File: config.mk
export PLATFORM = sky130hd
export DESIGN_NAME = div_scheduler
export DESIGN_NICKNAME = d
export VERILOG_FILES = /design/src/rtl/div_scheduler.sv
export SDC_FILE = /design/constraint.sdc
export NUM_CORES = 1
export LEC_CHECK = 0
export CORE_AREA = 2 2 226 228
export DETAILED_ROUTE_END_ITERATION = 7
export DIE_AREA = 0 0 228 230
export PLACE_DENSITY = 0.46
export SYNTH_ARGS = -nofsm -noshare
export SYNTH_HDL_FRONTEND = slang
export SYNTH_SLANG_ARGS = --single-unit
File: constraint.sdc
create_clock -name i_clk -period 2.4 [get_ports i_clk]
set_input_delay 0.48 -clock i_clk [delete_from_list [all_inputs] [get_ports i_clk]]
set_output_delay 0.48 -clock i_clk [all_outputs]
set_load 0.01 [all_outputs]
File: src/rtl/div_scheduler.sv
// div_scheduler: shares one iterative 64-bit divider between two issue ports.
// Round-robin arbitration, registered divider operands, one-cycle start
// pulse, tagged result held until writeback accepts it, flush of the
// in-flight op.
// Optional build macro: DIV_ZERO_BYPASS_EN (divide-by-zero answered locally).
module div_scheduler #(
    parameter int PRF_WIDTH = 6
) (
    input  logic                   i_clk,
    input  logic                   i_rst,          // async, active-low
    input  logic [1:0]             i_req_valid,
    output logic [1:0]             o_req_ready,
    input  logic [127:0]           i_req_dividend,
    input  logic [127:0]           i_req_divisor,
    input  logic [19:0]            i_req_op,
    input  logic [2*PRF_WIDTH-1:0] i_req_tag,
    input  logic                   i_flush,
    output logic [63:0]            o_div_dividend,
    output logic [63:0]            o_div_divisor,
    output logic [9:0]             o_div_op,
    output logic                   o_div_start,
    input  logic [63:0]            i_div_result,
    input  logic                   i_div_finish,
    input  logic                   i_div_busy,
    output logic                   o_res_valid,
    input  logic                   i_res_ready,
    output logic [63:0]            o_res_data,
    output logic [PRF_WIDTH-1:0]   o_res_tag,
    output logic                   o_res_port
);

    typedef enum logic [1:0] {IDLE, ISSUE, WAIT, DONE} state_t;

    state_t               r_state, w_next;
    logic                 r_rr_ptr;
    logic                 r_kill;
    logic [63:0]          r_div_dividend, r_div_divisor, r_res_data;
    logic [9:0]           r_div_op;
    logic [PRF_WIDTH-1:0] r_res_tag;
    logic                 r_res_port;

    logic [1:0]           w_grant;
    logic                 w_accept, w_win;
    logic                 w_set_kill, w_clr_kill;
    logic [63:0]          w_sel_dividend, w_sel_divisor;
    logic [9:0]           w_sel_op;
    logic [PRF_WIDTH-1:0] w_sel_tag;
    logic                 w_bypass;
    logic [63:0]          w_bypass_data;

    // Round-robin grant: a lone requester wins, a tie goes to r_rr_ptr
    always_comb begin
        w_grant = 2'b00;
        case (i_req_valid)
            2'b01:   w_grant = 2'b01;
            2'b10:   w_grant = 2'b10;
            2'b11:   w_grant = r_rr_ptr ? 2'b10 : 2'b01;
            default: w_grant = 2'b00;
        endcase
    end

    // Accept only in IDLE with the divider free and no flush; gating with
    // the reset input keeps req_ready low while reset is held.
    assign o_req_ready = w_grant & {2{(r_state == IDLE) & ~i_div_busy & ~i_flush & i_rst}};
    assign w_accept    = |o_req_ready;
    assign w_win       = o_req_ready[1];

    assign w_sel_dividend = w_win ? i_req_dividend[127:64] : i_req_dividend[63:0];
    assign w_sel_divisor  = w_win ? i_req_divisor[127:64]  : i_req_divisor[63:0];
    assign w_sel_op       = w_win ? i_req_op[19:10]        : i_req_op[9:0];
    assign w_sel_tag      = w_win ? i_req_tag[2*PRF_WIDTH-1:PRF_WIDTH] : i_req_tag[PRF_WIDTH-1:0];

`ifdef DIV_ZERO_BYPASS_EN
    logic w_is_w, w_div_zero;
    // Divide-by-zero answered locally with the RISC-V defined results
    always_comb begin
        w_is_w     = (w_sel_op[9:3] == 7'b0111011);
        w_div_zero = w_is_w ? (w_sel_divisor[31:0] == 32'd0) : (w_sel_divisor == 64'd0);
        w_bypass   = w_div_zero;
        if (!w_sel_op[1])
            w_bypass_data = 64'hFFFF_FFFF_FFFF_FFFF;          // div/divu/divw/divuw
        else if (w_is_w)
            w_bypass_data = {{32{w_sel_dividend[31]}}, w_sel_dividend[31:0]};
        else
            w_bypass_data = w_sel_dividend;                     // rem/remu
    end
`else
    assign w_bypass      = 1'b0;
    assign w_bypass_data = 64'd0;
`endif

    // Next-state logic; kill marks an op whose result must be dropped
    always_comb begin
        w_next     = r_state;
        w_set_kill = 1'b0;
        w_clr_kill = 1'b0;
        case (r_state)
            IDLE:  if (w_accept) w_next = w_bypass ? DONE : ISSUE;
            ISSUE: begin
                w_next     = WAIT;
                w_set_kill = i_flush;
            end
            WAIT: begin
                if (i_div_finish) begin
                    if (r_kill || i_flush) begin
                        w_next     = IDLE;
                        w_clr_kill = 1'b1;
                    end else begin
                        w_next = DONE;
                    end
                end else begin
                    w_set_kill = i_flush;
                end
            end
            DONE:  if (i_flush || i_res_ready) w_next = IDLE;
            default: w_next = IDLE;
        endcase
    end

    // State, arbitration pointer and kill flag
    always_ff @(posedge i_clk or negedge i_rst) begin
        if (!i_rst) begin
            r_state  <= IDLE;
            r_rr_ptr <= 1'b0;
            r_kill   <= 1'b0;
        end else begin
            r_state <= w_next;
            if (w_accept)        r_rr_ptr <= ~w_win;
            if (w_clr_kill)      r_kill   <= 1'b0;
            else if (w_set_kill) r_kill   <= 1'b1;
        end
    end

    // Operand/result registers; divider operands hold until the next accept
    always_ff @(posedge i_clk or negedge i_rst) begin
        if (!i_rst) begin
            r_div_dividend <= '0;
            r_div_divisor  <= '0;
            r_div_op       <= '0;
            r_res_data     <= '0;
            r_res_tag      <= '0;
            r_res_port     <= 1'b0;
        end else begin
            if (w_accept) begin
                r_div_dividend <= w_sel_dividend;
                r_div_divisor  <= w_sel_divisor;
                r_div_op       <= w_sel_op;
                r_res_tag      <= w_sel_tag;
                r_res_port     <= w_win;
                if (w_bypass) r_res_data <= w_bypass_data;
            end
            if (r_state == WAIT && i_div_finish) r_res_data <= i_div_result;
        end
    end

    assign o_div_start    = (r_state == ISSUE);
    assign o_res_valid    = (r_state == DONE);
    assign o_div_dividend = r_div_dividend;
    assign o_div_divisor  = r_div_divisor;
    assign o_div_op       = r_div_op;
    assign o_res_data     = r_res_data;
    assign o_res_tag      = r_res_tag;
    assign o_res_port     = r_res_port;

endmodule
# == Word level (Yosys, flattened, before mapping) ==
# Cells that the tools add are included.
# op_classes
bitwise,7
eq_ne,9
n_reduce_logical,7
mux,18
# op_table
op,n
64-bit 2-to-1 mux,2
10-bit 2-to-1 mux,1
2-bit 2-to-1 mux,5
"2-bit == test, second input constant",4
2-bit case mux with 4 select lines,1
1-bit 2-to-1 mux,6
6-bit 2-to-1 mux,1
2-bit case mux with 3 select lines,1
"2-bit by 1-bit == test with 1-bit output, second input constant",2
"2-bit != test, second input constant",2
1-bit AND,3
1-bit NOT,3
3-bit AND reduction,1
2-bit AND,1
2-bit logical NOT,1
1-bit logical OR,2
"2-bit by 1-bit != test with 1-bit output, second input constant",1
1-bit case mux with 2 select lines,1
2-bit nonzero test,1
2-bit OR reduction,1
1-bit logical AND,1
# word_totals
word_cells,50
output_inout_bits,213
ff_bits,213

# == Depth between registers and ports, before layout ==
# logic_depth
depth_word,8
mapped_depth,10
ltp_nobuf,7

# == Worst setup path before layout ==
# OpenSTA, ideal clock, no wires.
# synth_path
path_kind,flip-flop to output port
startpoint,register r_state[0]
endpoint,output port o_req_ready[1]
t_arrival_ns,1.491
path_stages_with_launch,8
path_slack_ns,0.429
path_cell_list,dfrtp_1 > inv_1 > ha_1 > nor4bb_4 > and3_1 > buf_4 > buf_6 > buf_4
# synth_via
elab_chain_cells,5
# synth_lines
item,line_no,source
from (decl),34,"state_t r_state, w_next;"
from (signal assigned),127,r_state <= w_next;
2-bit logical NOT,64,assign o_req_ready = w_grant & {2{(r_state == IDLE) & ~i_div_busy & ~i_flush & i_rst}};
1-bit AND (3 in a row),64,
2-bit AND,64,
to (decl),12,"output logic [1:0] o_req_ready,"
# Every way passes these cells.

# == Worst setup path in the final report ==
# layout_path
startpoint,register r_state[1]
endpoint,output port o_req_ready[1]
# The elaborated chain is that of the path after synthesis.

==> summary.log <==
INFO  outcome        status=finished clean
INFO  run            max_cap_viols=0
INFO  synthesis      synth.cell_area=8980squm
INFO  grt            grt_first_pass_wirelength=55400microns
INFO  power_and_ir_drop power.share.combinational=42.6%
INFO  grt            number_of_global_route_vias_before_repair=8628
INFO  grt            grt_util_all_layers=13.6%
INFO  critical_path  critical_path.startpoint_type=register
INFO  timing         max_freq=0.431GHz
INFO  drt            vias_cell=3.94
INFO  grt            maximum_number_of_pins_on_one_net_before_global_route_repair=133
INFO  grt            grt_remaining_overflow=0
INFO  finish         finalCoreUtilization=33.2%
INFO  synthesis      yosys.area.top_type=sky130_fd_sc_hd__dfrtp_1
INFO  drt            route.vias.total=8134
INFO  placement      postPlaceCellArea=15500squm
INFO  power_and_ir_drop fin_total_pwr=18.6mW
INFO  power_and_ir_drop power.share.switching=31.3%
INFO  clock_tree     tritoncts=done
INFO  floorplanning  fp-row-count=82
INFO  clock_tree     clkSinkCount=213
INFO  clock_tree     cts_buffers=27
INFO  critical_path  worst-path-max-fanout=2
INFO  power_and_ir_drop p_seq_share=34.3%
INFO  drt            antenna_violating_nets_post_route=0
INFO  synthesis      number_of_nets_produced_by_synthesis=1159
INFO  timing         grt_setup_unrepaired=true
INFO  timing         worstMarginPinSlew=1110ps
INFO  finish         finish.net_count=1735
INFO  clock_tree     clk_pin_slew_worst_paths=60ps
INFO  drt            routed_wire_length_per_instance=17.8microns
INFO  drt            drt_drc_violations_left=0
INFO  placement      place.port_buffers=572
INFO  critical_path  critPathSlowestCell=sky130_fd_sc_hd__dfrtp_1
INFO  power_and_ir_drop static-leakage-power=7.24nW
INFO  floorplanning  die_w=228microns
INFO  power_and_ir_drop ir_drop=0.000623V
INFO  floorplanning  boundaryPins=573
INFO  clock_tree     clockBufferDepth=3
INFO  synthesis      ys_ff_latch=213
INFO  floorplanning  core_area=49900squm
INFO  timing         finalMaxSlewViolations=0
INFO  timing         fin_tns_setup=0ps
INFO  timing         fin_worst_skew=9.60ps
INFO  synthesis      yosys_warnings=0
INFO  critical_path  timing.critical_path.required=1920ps
INFO  drt            finalWirelength=36800microns
INFO  power_and_ir_drop netSwitchingPower=5.83mW
INFO  power_and_ir_drop power_per_cell_area=1130nW/um^2
INFO  power_and_ir_drop power.clock.fraction=23.1%
INFO  clock_tree     cts_max_level=1
INFO  timing         slew_headroom=26.2%
INFO  timing         period_needed=2320ps
INFO  power_and_ir_drop cellInternalPower=12.8mW
INFO  finish         post_route_cells_drive_above_1_share=12.2%
INFO  finish         post_synthesis_to_final_layout_area_growth=84.0%
INFO  critical_path  crit_path_end_kind=primary output
INFO  critical_path  worstSetupPathType=register to primary output
INFO  finish         stdcell_area=16500squm
INFO  synthesis      synth.top_cells.by_area=sky130_fd_sc_hd__dfrtp_1 59%, sky130_fd_sc_hd__nand2_1 11%, sky130_fd_sc_hd__a22oi_1 8.3%
INFO  synthesis      synth.top_cell.area_share=59.3%
INFO  floorplanning  die-area=52400squm
INFO  synthesis      sequential_area_share_after_synthesis=59.3%
INFO  synthesis      netlist-cell-type-count=29
INFO  clock_tree     clk-insertion-delay-late=550ps
INFO  timing         holdWs=471ps
INFO  finish         antenna_cells=0
INFO  timing         finalCritPeriodShare=96.6%
INFO  finish         most-common-layout-cells=567 x sky130_fd_sc_hd__clkdlybuf4s50_1, 265 x sky130_fd_sc_hd__nand2_1, 213 x sky130_fd_sc_hd__dfrtp_1
INFO  finish         mostFrequentLayoutCell=sky130_fd_sc_hd__clkdlybuf4s50_1
INFO  drt            dr.first_iter.drc_count=318
INFO  critical_path  path_cells=inv_2, ha_4, nor4bb_4, buf_4, and3_4, buf_6
INFO  grt            grt_antenna_before_repair=0
INFO  critical_path  cp_data_arrival_time=1840ps
INFO  timing         timing_hold_violations_final=0
INFO  timing         setup_violations=0
INFO  floorplanning  fp.dieH=230microns
INFO  placement      gp_routability_congestion=0.807
INFO  synthesis      synth.avg_cell_area=11.3squm
INFO  floorplanning  initial_utilization=18.0%
INFO  drt            drt_pre_antenna_iters=6
INFO  synthesis      cells_after_synth=794
INFO  worst_hold_path hold_path.class=register to register
INFO  placement      dp.final_hpwl=27200microns
INFO  clock_tree     clockRootBuffer=sky130_fd_sc_hd__clkbuf_16
INFO  critical_path  critical_path.max_stage_delay=390ps
-- cell families (layout without fill, tap and decap cells) --
group,after synthesis,after routing,synth area share [%]
DFF,213,213,59.3
buffers and inverters,58,654,4.03
and+or+nand+nor,277,277,12.0
AOI/OAI and AO/OA,151,151,13.0
adders and majority gates,5,5,0.696
muxes,90,90,10.9
-- per-stage QoR --
| stage | instances | setup slack (ps) |
|---|---|---|
| 6_report | 2062 | 80.4 |
| 5_1_grt | 2062 | -60.7 |
| 3_5_place_dp | 2007 | -284 |
| 4_1_cts | 2058 | -32.6 |
| 2_1_floorplan | 794 | 429 |
| 3_3_place_gp | 2007 | -262 |
-- critical path: cells and delay by family (launching register included) --
family / cells / cell delay [ps]
simple gates: 2 / 410
flops: 1 / 390
buf+inv: 3 / 340
fa+ha+maj: 1 / 140
-- final cells by class --
cell class,instances,area [sq um]
clock buffer,44,870
tap,672,841
timing repair buffer,602,6070
sequential,213,5330
multi-input combinational,523,3330
fill,5082,33300
inverter,3,13.8
clock inverter,5,80.1
-- final timing paths --
check | start | endpoint | slack (ps) | cells past startpoint
worst min-delay path | o_div_dividend[18] | o_div_dividend[18] | 470 | 2
worst min register to register | o_div_dividend[18] | o_div_dividend[18] | 470 | 2
worst max register to register | r_state[1] | o_div_divisor[55] | 310 | 9
min in group asynchronous | i_rst | o_div_dividend[13] | 530 | 3
worst max-delay path | r_state[1] | o_req_ready[1] | 80 | 6
max in group asynchronous | i_rst | o_div_divisor[28] | 570 | 4
-- metal layers --
metal	vias up	share of wire (%)	GRT usage, %
met3	41	8.3	4.97
met2	324	49	23.6
li1	3885	-	-
met1	3884	40	15.8
met4	0	2.6	3.55
met5	-	0	0
-- cells in the mapped netlist --
| library cell | number |
|---|---|
| sky130_fd_sc_hd__inv_2 | 1 |
| sky130_fd_sc_hd__nor3b_1 | 2 |
| sky130_fd_sc_hd__o211a_1 | 1 |
| sky130_fd_sc_hd__nand2b_1 | 1 |
| sky130_fd_sc_hd__a211o_1 | 1 |
| sky130_fd_sc_hd__buf_4 | 8 |
| sky130_fd_sc_hd__inv_1 | 2 |
| sky130_fd_sc_hd__a21o_1 | 1 |
| sky130_fd_sc_hd__clkbuf_1 | 16 |
| sky130_fd_sc_hd__nor2_1 | 3 |
| sky130_fd_sc_hd__a22oi_2 | 20 |
| sky130_fd_sc_hd__nand3_1 | 1 |
| sky130_fd_sc_hd__a21oi_1 | 1 |
| sky130_fd_sc_hd__ha_1 | 5 |
| sky130_fd_sc_hd__mux2_2 | 64 |
| sky130_fd_sc_hd__o21ai_0 | 25 |
| sky130_fd_sc_hd__or3_1 | 1 |
| sky130_fd_sc_hd__mux2i_1 | 26 |
| sky130_fd_sc_hd__a22oi_1 | 99 |
| sky130_fd_sc_hd__nor4bb_4 | 1 |
| sky130_fd_sc_hd__dfrtp_1 | 213 |
| sky130_fd_sc_hd__o21ai_1 | 1 |
| sky130_fd_sc_hd__buf_6 | 12 |
| sky130_fd_sc_hd__nand2_1 | 266 |
| sky130_fd_sc_hd__nor2b_1 | 1 |
| sky130_fd_sc_hd__o21a_1 | 1 |
| sky130_fd_sc_hd__o22ai_1 | 1 |
| sky130_fd_sc_hd__buf_2 | 19 |
| sky130_fd_sc_hd__and3_1 | 1 |
-- sequential cells by signal (all words and copies together) (netlist names) --
register        cells
o_res_port          1
o_res_tag           6
o_div_op           10
o_div_dividend     64
o_div_divisor      64
r_kill              1
o_res_data         64
r_rr_ptr            1
r_state             2
-- repair_timing --
action / 4_1_cts / 5_1_grt
endpoints found under the hold margin: 23 / 0
hold buffers: 1 / 0
pin swaps: 1 / 1
gates resized for setup: 14 / 2
endpoints found under the setup margin: 3 / 1
setup buffers: 1 / 4
-- power by group through the flow --
stage	Clock (mW)	Combinational [mW]	Sequential [mW]
2_1_floorplan	0	1.92	7.18
3_3_place_gp	0	7.99	6.37
3_5_place_dp	0	8.00	6.42
4_1_cts	4.52	8.04	6.40
5_1_grt	4.64	8.52	6.62
6_report	4.30	7.92	6.37
Note: power is estimated with default switching activity, not from simulation.
